### src/rtl/prdct_accum_if.sv
// Handshake bundle between the multiplier feed, the frame accumulator and the
// downstream consumer of frame totals.
interface prdct_accum_if #(
  parameter int PW = 12,
  parameter int CW = 2,
  parameter int AW = 14
);
  logic          in_valid;
  logic          in_ready;
  logic [PW-1:0] prdct;
  logic          out_valid;
  logic          out_ready;
  logic [AW-1:0] sum;
  logic [CW-1:0] beat_cnt;

  modport slave (
    input  in_valid, prdct, out_ready,
    output in_ready, out_valid, sum, beat_cnt
  );

  modport master (
    output in_valid, prdct, out_ready,
    input  in_ready, out_valid, sum, beat_cnt
  );
endinterface

### src/rtl/prdct_accum.sv
// Frame accumulator behind the 6x6 multiplier: sums N accepted products and
// holds each frame total on a valid/ready output until it is taken.
module prdct_accum #(
  parameter int PW = 12,
  parameter int N  = 4,
  parameter int CW = 2,
  parameter int AW = 14
) (
  input  logic          clk,
  input  logic          rst_n,
  input  logic          clr,
  prdct_accum_if.slave  bus
);

  typedef enum logic {ACCUM = 1'b0, HOLD = 1'b1} state_t;

  state_t        state, state_nx;
  logic [AW-1:0] acc_p0;
  logic [CW-1:0] cnt_p0;
  logic [AW-1:0] sum_p1;
  logic          vld_p1;
  logic          rdy;
  logic          accept;
  logic          last_beat;

  // AW = PW + log2(N) leaves headroom for N full-scale products, so a plain
  // zero-extend is all the width handling the sum needs.
  function automatic logic [AW-1:0] widen(input logic [PW-1:0] p);
    widen = {{(AW-PW){1'b0}}, p};
  endfunction

  assign accept    = rdy & bus.in_valid & ~clr;
  assign last_beat = (cnt_p0 == CW'(N-1));

  always_ff @(posedge clk) begin
    if (!rst_n) state <= ACCUM;
    else        state <= state_nx;
  end

  always_comb begin
    state_nx = state;
    case (state)
      ACCUM: if (accept && last_beat) state_nx = HOLD;
      HOLD:  if (bus.out_ready)       state_nx = ACCUM;
      default:                        state_nx = ACCUM;
    endcase
  end

  always_comb begin
    rdy    = (state == ACCUM);
    vld_p1 = (state == HOLD);
  end

  // Stage p0: running frame accumulation; clr only acts while collecting.
  always_ff @(posedge clk) begin
    if (!rst_n) begin
      acc_p0 <= '0;
      cnt_p0 <= '0;
      sum_p1 <= '0;
    end else if (rdy) begin
      if (clr) begin
        acc_p0 <= '0;
        cnt_p0 <= '0;
      end else if (bus.in_valid) begin
        if (last_beat) begin
          // Stage p1: frame total captured, held until the handshake.
          sum_p1 <= acc_p0 + widen(bus.prdct);
          acc_p0 <= '0;
          cnt_p0 <= '0;
        end else begin
          acc_p0 <= acc_p0 + widen(bus.prdct);
          cnt_p0 <= cnt_p0 + 1'b1;
        end
      end
    end
  end

  assign bus.in_ready  = rdy;
  assign bus.out_valid = vld_p1;
  assign bus.sum       = sum_p1;
  assign bus.beat_cnt  = cnt_p0;

endmodule

### src/flat_wrapper.sv
// flat-port wrapper written by rule: the top's interface ports become plain ports
module prdct_accum_flat 
#(
  parameter int PW = 12,
  parameter int N  = 4,
  parameter int CW = 2,
  parameter int AW = 14
)
  (clk, rst_n, clr, bus_in_valid, bus_prdct, bus_out_ready, bus_in_ready, bus_out_valid, bus_sum, bus_beat_cnt);
  prdct_accum_if #(.PW(PW), .CW(CW), .AW(AW)) bus_i ();
  input  logic clk;
  input  logic rst_n;
  input  logic clr;
  input wire logic [$bits(bus_i.in_valid)-1:0] bus_in_valid;
  input wire logic [$bits(bus_i.prdct)-1:0] bus_prdct;
  input wire logic [$bits(bus_i.out_ready)-1:0] bus_out_ready;
  output wire logic [$bits(bus_i.in_ready)-1:0] bus_in_ready;
  output wire logic [$bits(bus_i.out_valid)-1:0] bus_out_valid;
  output wire logic [$bits(bus_i.sum)-1:0] bus_sum;
  output wire logic [$bits(bus_i.beat_cnt)-1:0] bus_beat_cnt;
  assign bus_i.in_valid = bus_in_valid;
  assign bus_i.prdct = bus_prdct;
  assign bus_i.out_ready = bus_out_ready;
  assign bus_in_ready = bus_i.in_ready;
  assign bus_out_valid = bus_i.out_valid;
  assign bus_sum = bus_i.sum;
  assign bus_beat_cnt = bus_i.beat_cnt;
  prdct_accum #(.PW(PW), .N(N), .CW(CW), .AW(AW)) u_core (.clk(clk), .rst_n(rst_n), .clr(clr), .bus(bus_i));
endmodule
### config.mk
export PLATFORM = sky130hd
export DESIGN_NAME = prdct_accum_flat
export DESIGN_NICKNAME = d
export VERILOG_FILES = /design/src/rtl/prdct_accum_if.sv /design/src/rtl/prdct_accum.sv /design/src/flat_wrapper.sv
export SDC_FILE = /design/constraint.sdc
export NUM_CORES = 1
export LEC_CHECK = 0
export ABC_AREA = 1
export CORE_MARGIN = 2
export CORE_UTILIZATION = 47
export CTS_CLUSTER_DIAMETER = 50
export CTS_CLUSTER_SIZE = 28
export DETAILED_ROUTE_END_ITERATION = 10
export GPL_ROUTABILITY_DRIVEN = 0
export PLACE_DENSITY_LB_ADDON = 0.08
export SYNTH_ARGS = -nofsm -noshare
export SYNTH_HDL_FRONTEND = slang
export SYNTH_SLANG_ARGS = --single-unit
### constraint.sdc
create_clock -name clk -period 1.6 [get_ports clk]
set_input_delay 0.16 -clock clk [delete_from_list [all_inputs] [get_ports clk]]
set_output_delay 0.16 -clock clk [all_outputs]
set_load 0.02 [all_outputs]
==> impl_metrics.json <==
{
  "status": "finished, violations left",
  "violations": "setup timing",
  "r2r-start": "u_core.acc_p0[0]",
  "combPwrFrac": 0.232,
  "p_seq_frac": 0.430,
  "switching_share": 0.287,
  "syn_avg_cell_area_um2": 6.37,
  "drt_iter0_markers": 138,
  "vias": 1993,
  "syn_nets": 336,
  "ys_seq_area_frac": 0.319,
  "cp_common_cell": "nand2_2",
  "tritoncts": "built",
  "fin_ws_ns": -0.0430,
  "htree_levels": 2,
  "ys_types": 27,
  "first_global_vias": 1793,
  "grt_max_degree": 27,
  "grtUsageTotal": 0.227,
  "grt_pass1_wl_um": 7850,
  "clock.fmax_mhz": 609,
  "drc_errors": 0,
  "crit_type": "reg -> reg",
  "drt_wl_total_um": 5100,
  "timing.final.crit_share": 1.03,
  "antennaDiodeCount": 0,
  "cp_slowest_cell": "fa_2",
  "cts_buffers": 5,
  "area_growth_pct": 46.7,
  "final.fill_count": 328,
  "wl_per_cell_um": 12.3,
  "p_leak_nw": 1.39,
  "synthesis.area_um2": 1940,
  "maxCapViolCount": 0,
  "tightestPinTransition_ns": 0.293,
  "dp_hpwl_um": 3490,
  "crit_fanout": 4,
  "cts_max_path_buffers": 2,
  "power.internal_w": 0.00134,
  "cts_hold_buf": 0,
  "dieHeight_um": 68.3,
  "p_switching_w": 0.000539,
  "drive_above_1_share": 0.228,
  "ys_warn_count": 0,
  "seq_area_um2": 629,
  "design.portCount": 35,
  "core-area_um2": 4000,
  "rsz0062_at_grt": "true",
  "ant_nets": 0,
  "firstDrtPassIters": 4,
  "min_from": "bus_prdct[0]",
  "cts.root.buffer_cell": "clkbuf_8",
  "path_clk_slew_ns": 0.07,
  "insertion_delay_ns": 0.29,
  "port_buffers": 34,
  "antenna_found_initial": 0,
  "whs_ns": 0.327,
  "slew_violations": 0,
  "critical_path.max_stage_delay_ns": 0.35,
  "startpoint": "u_core.acc_p0[0]",
  "max-vdd-ir-drop_uv": 566,
  "layout.nets": 395,
  "gr-total-overflow": 0,
  "clock_skew_ns": 0.0102,
  "synth-seq-cells": 31,
  "start_util": 0.486,
  "rows": 23,
  "clockPowerShare": 0.337,
  "min_period_ns": 1.64,
  "die-area_um2": 4660,
  "tns_ns": -0.0749,
  "hold_path_class": "in -> reg",
  "syn_inst": 305,
  "relSlewSlack": 0.804,
  "hold_viol_final": 0,
  "critPathCaptureType": "flip-flop",
  "avgViaCountPerCell": 4.81,
  "power_density_nw_per_um2": 658,
  "worst-endpoint-arrival_ns": 1.81,
  "multi_input_area_um2": 1330,
  "die_w_um": 68.3,
  "pre_cts_ws_ns": -0.354,
  "setup_violations": 2,
  "crit_path_start_kind": "flip-flop",
  "crit_required_ns": 1.77,
  "clock_sinks": 31,
  "cp_cell_sequence": "ha_4 -> fa_2 -> nand3_2 -> nand2_4 -> nand2_2 -> nand2_2 -> or2_1 -> nand3_1 -> a21oi_1"
}
[final timing paths]
check	to	slack, ns	cells past startpoint
max reg2reg	u_core.acc_p0[6]	-0.04	9
min	u_core.bus.sum[0]	0.33	4
min reg2reg	u_core.acc_p0[0]	0.48	2
max	u_core.acc_p0[6]	-0.04	9
[per-layer routing]
layer	track usage	routed length (um)	vias to the layer above
met1	0.318	2500	896
li1	-	-	1053
met3	0.0461	188	12
met5	0	0	-
met4	0.0675	112	0
met2	0.352	2300	32
[flip-flops by register name, indices dropped and copies added (netlist names)]
| signal | cells |
|---|---|
| u_core.bus.out_valid | 1 |
| u_core.bus.beat_cnt | 2 |
| u_core.bus.sum | 14 |
| u_core.acc_p0 | 14 |
[worst max-delay path, delay by kind of cell (launching register included)]
family          cells  cell delay (ns)
fa+ha+maj           2             0.50
simple gates        6             0.62
flops               1             0.33
compound gates      1             0.08
[repair_timing]
item                                    CTS  global route
resized for setup                         4            47
endpoints found under the setup margin    6            20
pin swaps                                 1             9
setup buffers                             0             1
[cells by family (layout without fill, tap and decap cells)]
group,Yosys count,count (layout),synth area share
XOR/XNOR,6,6,0.0270
buffers and inverters,57,116,0.117
flip-flops,31,31,0.319
AO/OA/AOI/OAI,35,35,0.0959
adder cells (fa/ha/maj),14,14,0.0940
AND/OR/NAND/NOR,162,162,0.346
[cells in the mapped netlist]
| library cell | count | area (um2) |
|---|---|---|
| or2_1 | 1 | 6.26 |
| o21ai_0 | 5 | 25.0 |
| inv_1 | 47 | 176 |
| clkinv_1 | 1 | 3.75 |
| buf_4 | 1 | 7.51 |
| nand2_1 | 99 | 372 |
| nor2_1 | 37 | 139 |
| a21oi_1 | 20 | 100 |
| a21oi_2 | 1 | 8.76 |
| ha_1 | 13 | 163 |
| fa_1 | 1 | 20.0 |
| o21ai_1 | 6 | 30.0 |
| a21o_1 | 2 | 15.0 |
| nand2_2 | 1 | 6.26 |
| inv_2 | 3 | 11.3 |
| dfxtp_1 | 31 | 621 |
| nor2_4 | 2 | 22.5 |
| nand3_2 | 2 | 20.0 |
| nor2_2 | 1 | 6.26 |
| buf_2 | 2 | 10.0 |
| nand3_1 | 15 | 75.1 |
| buf_6 | 1 | 11.3 |
| nand3b_1 | 1 | 7.51 |
| nand4_1 | 3 | 18.8 |
| a211oi_1 | 1 | 7.51 |
| clkbuf_1 | 2 | 7.51 |
| xor2_1 | 6 | 52.6 |
[power by group through the flow]
stage,Clock (W),Sequential (W),Combinational [W]
2_1_floorplan,0,0.000818,0.000199
3_3_place_gp,0,0.000817,0.000361
3_5_place_dp,0,0.000818,0.000363
4_1_cts,0.000649,0.000801,0.000371
5_1_grt,0.000680,0.000809,0.000482
6_report,0.000632,0.000808,0.000436
[area by class of cell]
class	count	area share
Clock buffer	6	0.0290
Clock inverter	1	0.00176
Inverter	51	0.0671
Multi-Input combinational cell	217	0.466
Sequential cell	31	0.221
Tap cell	50	0.0219
Timing Repair Buffer	58	0.194
[metrics by stage]
stage,cell area [um2],total power [W],std cells,utilization
6_report,2850,0.00188,414,0.713
5_1_grt,2850,0.00197,414,0.713
4_1_cts,2610,0.00182,413,0.652
3_5_place_dp,2500,0.00118,406,0.624
3_3_place_gp,2500,0.00118,406,0.624
2_1_floorplan,1950,0.00102,305,-
[cell usage in the layout (no fill, tap or decap)]
master and instances:
or2_1 1, nand4_1 3, fa_2 1, buf_4 21
xor2_2 2, buf_6 2, a21o_1 2, o21ai_0 5
nand2_2 9, ha_1 2, clkdlybuf4s50_1 29, dfxtp_2 7
nor2_1 33, nand2_4 1, dfxtp_1 24, inv_1 46
buf_12 1, clkinv_1 1, nand3b_1 1, nand3_1 10
clkbuf_8 6, a211oi_1 1, nand3_4 1, dlymetal6s2s_1 5
a21oi_1 18, inv_2 4, nand3_2 6, nor2_4 2
clkinv_2 1, nand2_1 90, nor2_2 5, ha_4 11
xor2_1 4, a21oi_2 3, o21ai_1 6
Power figures use the tool's default switching activity.
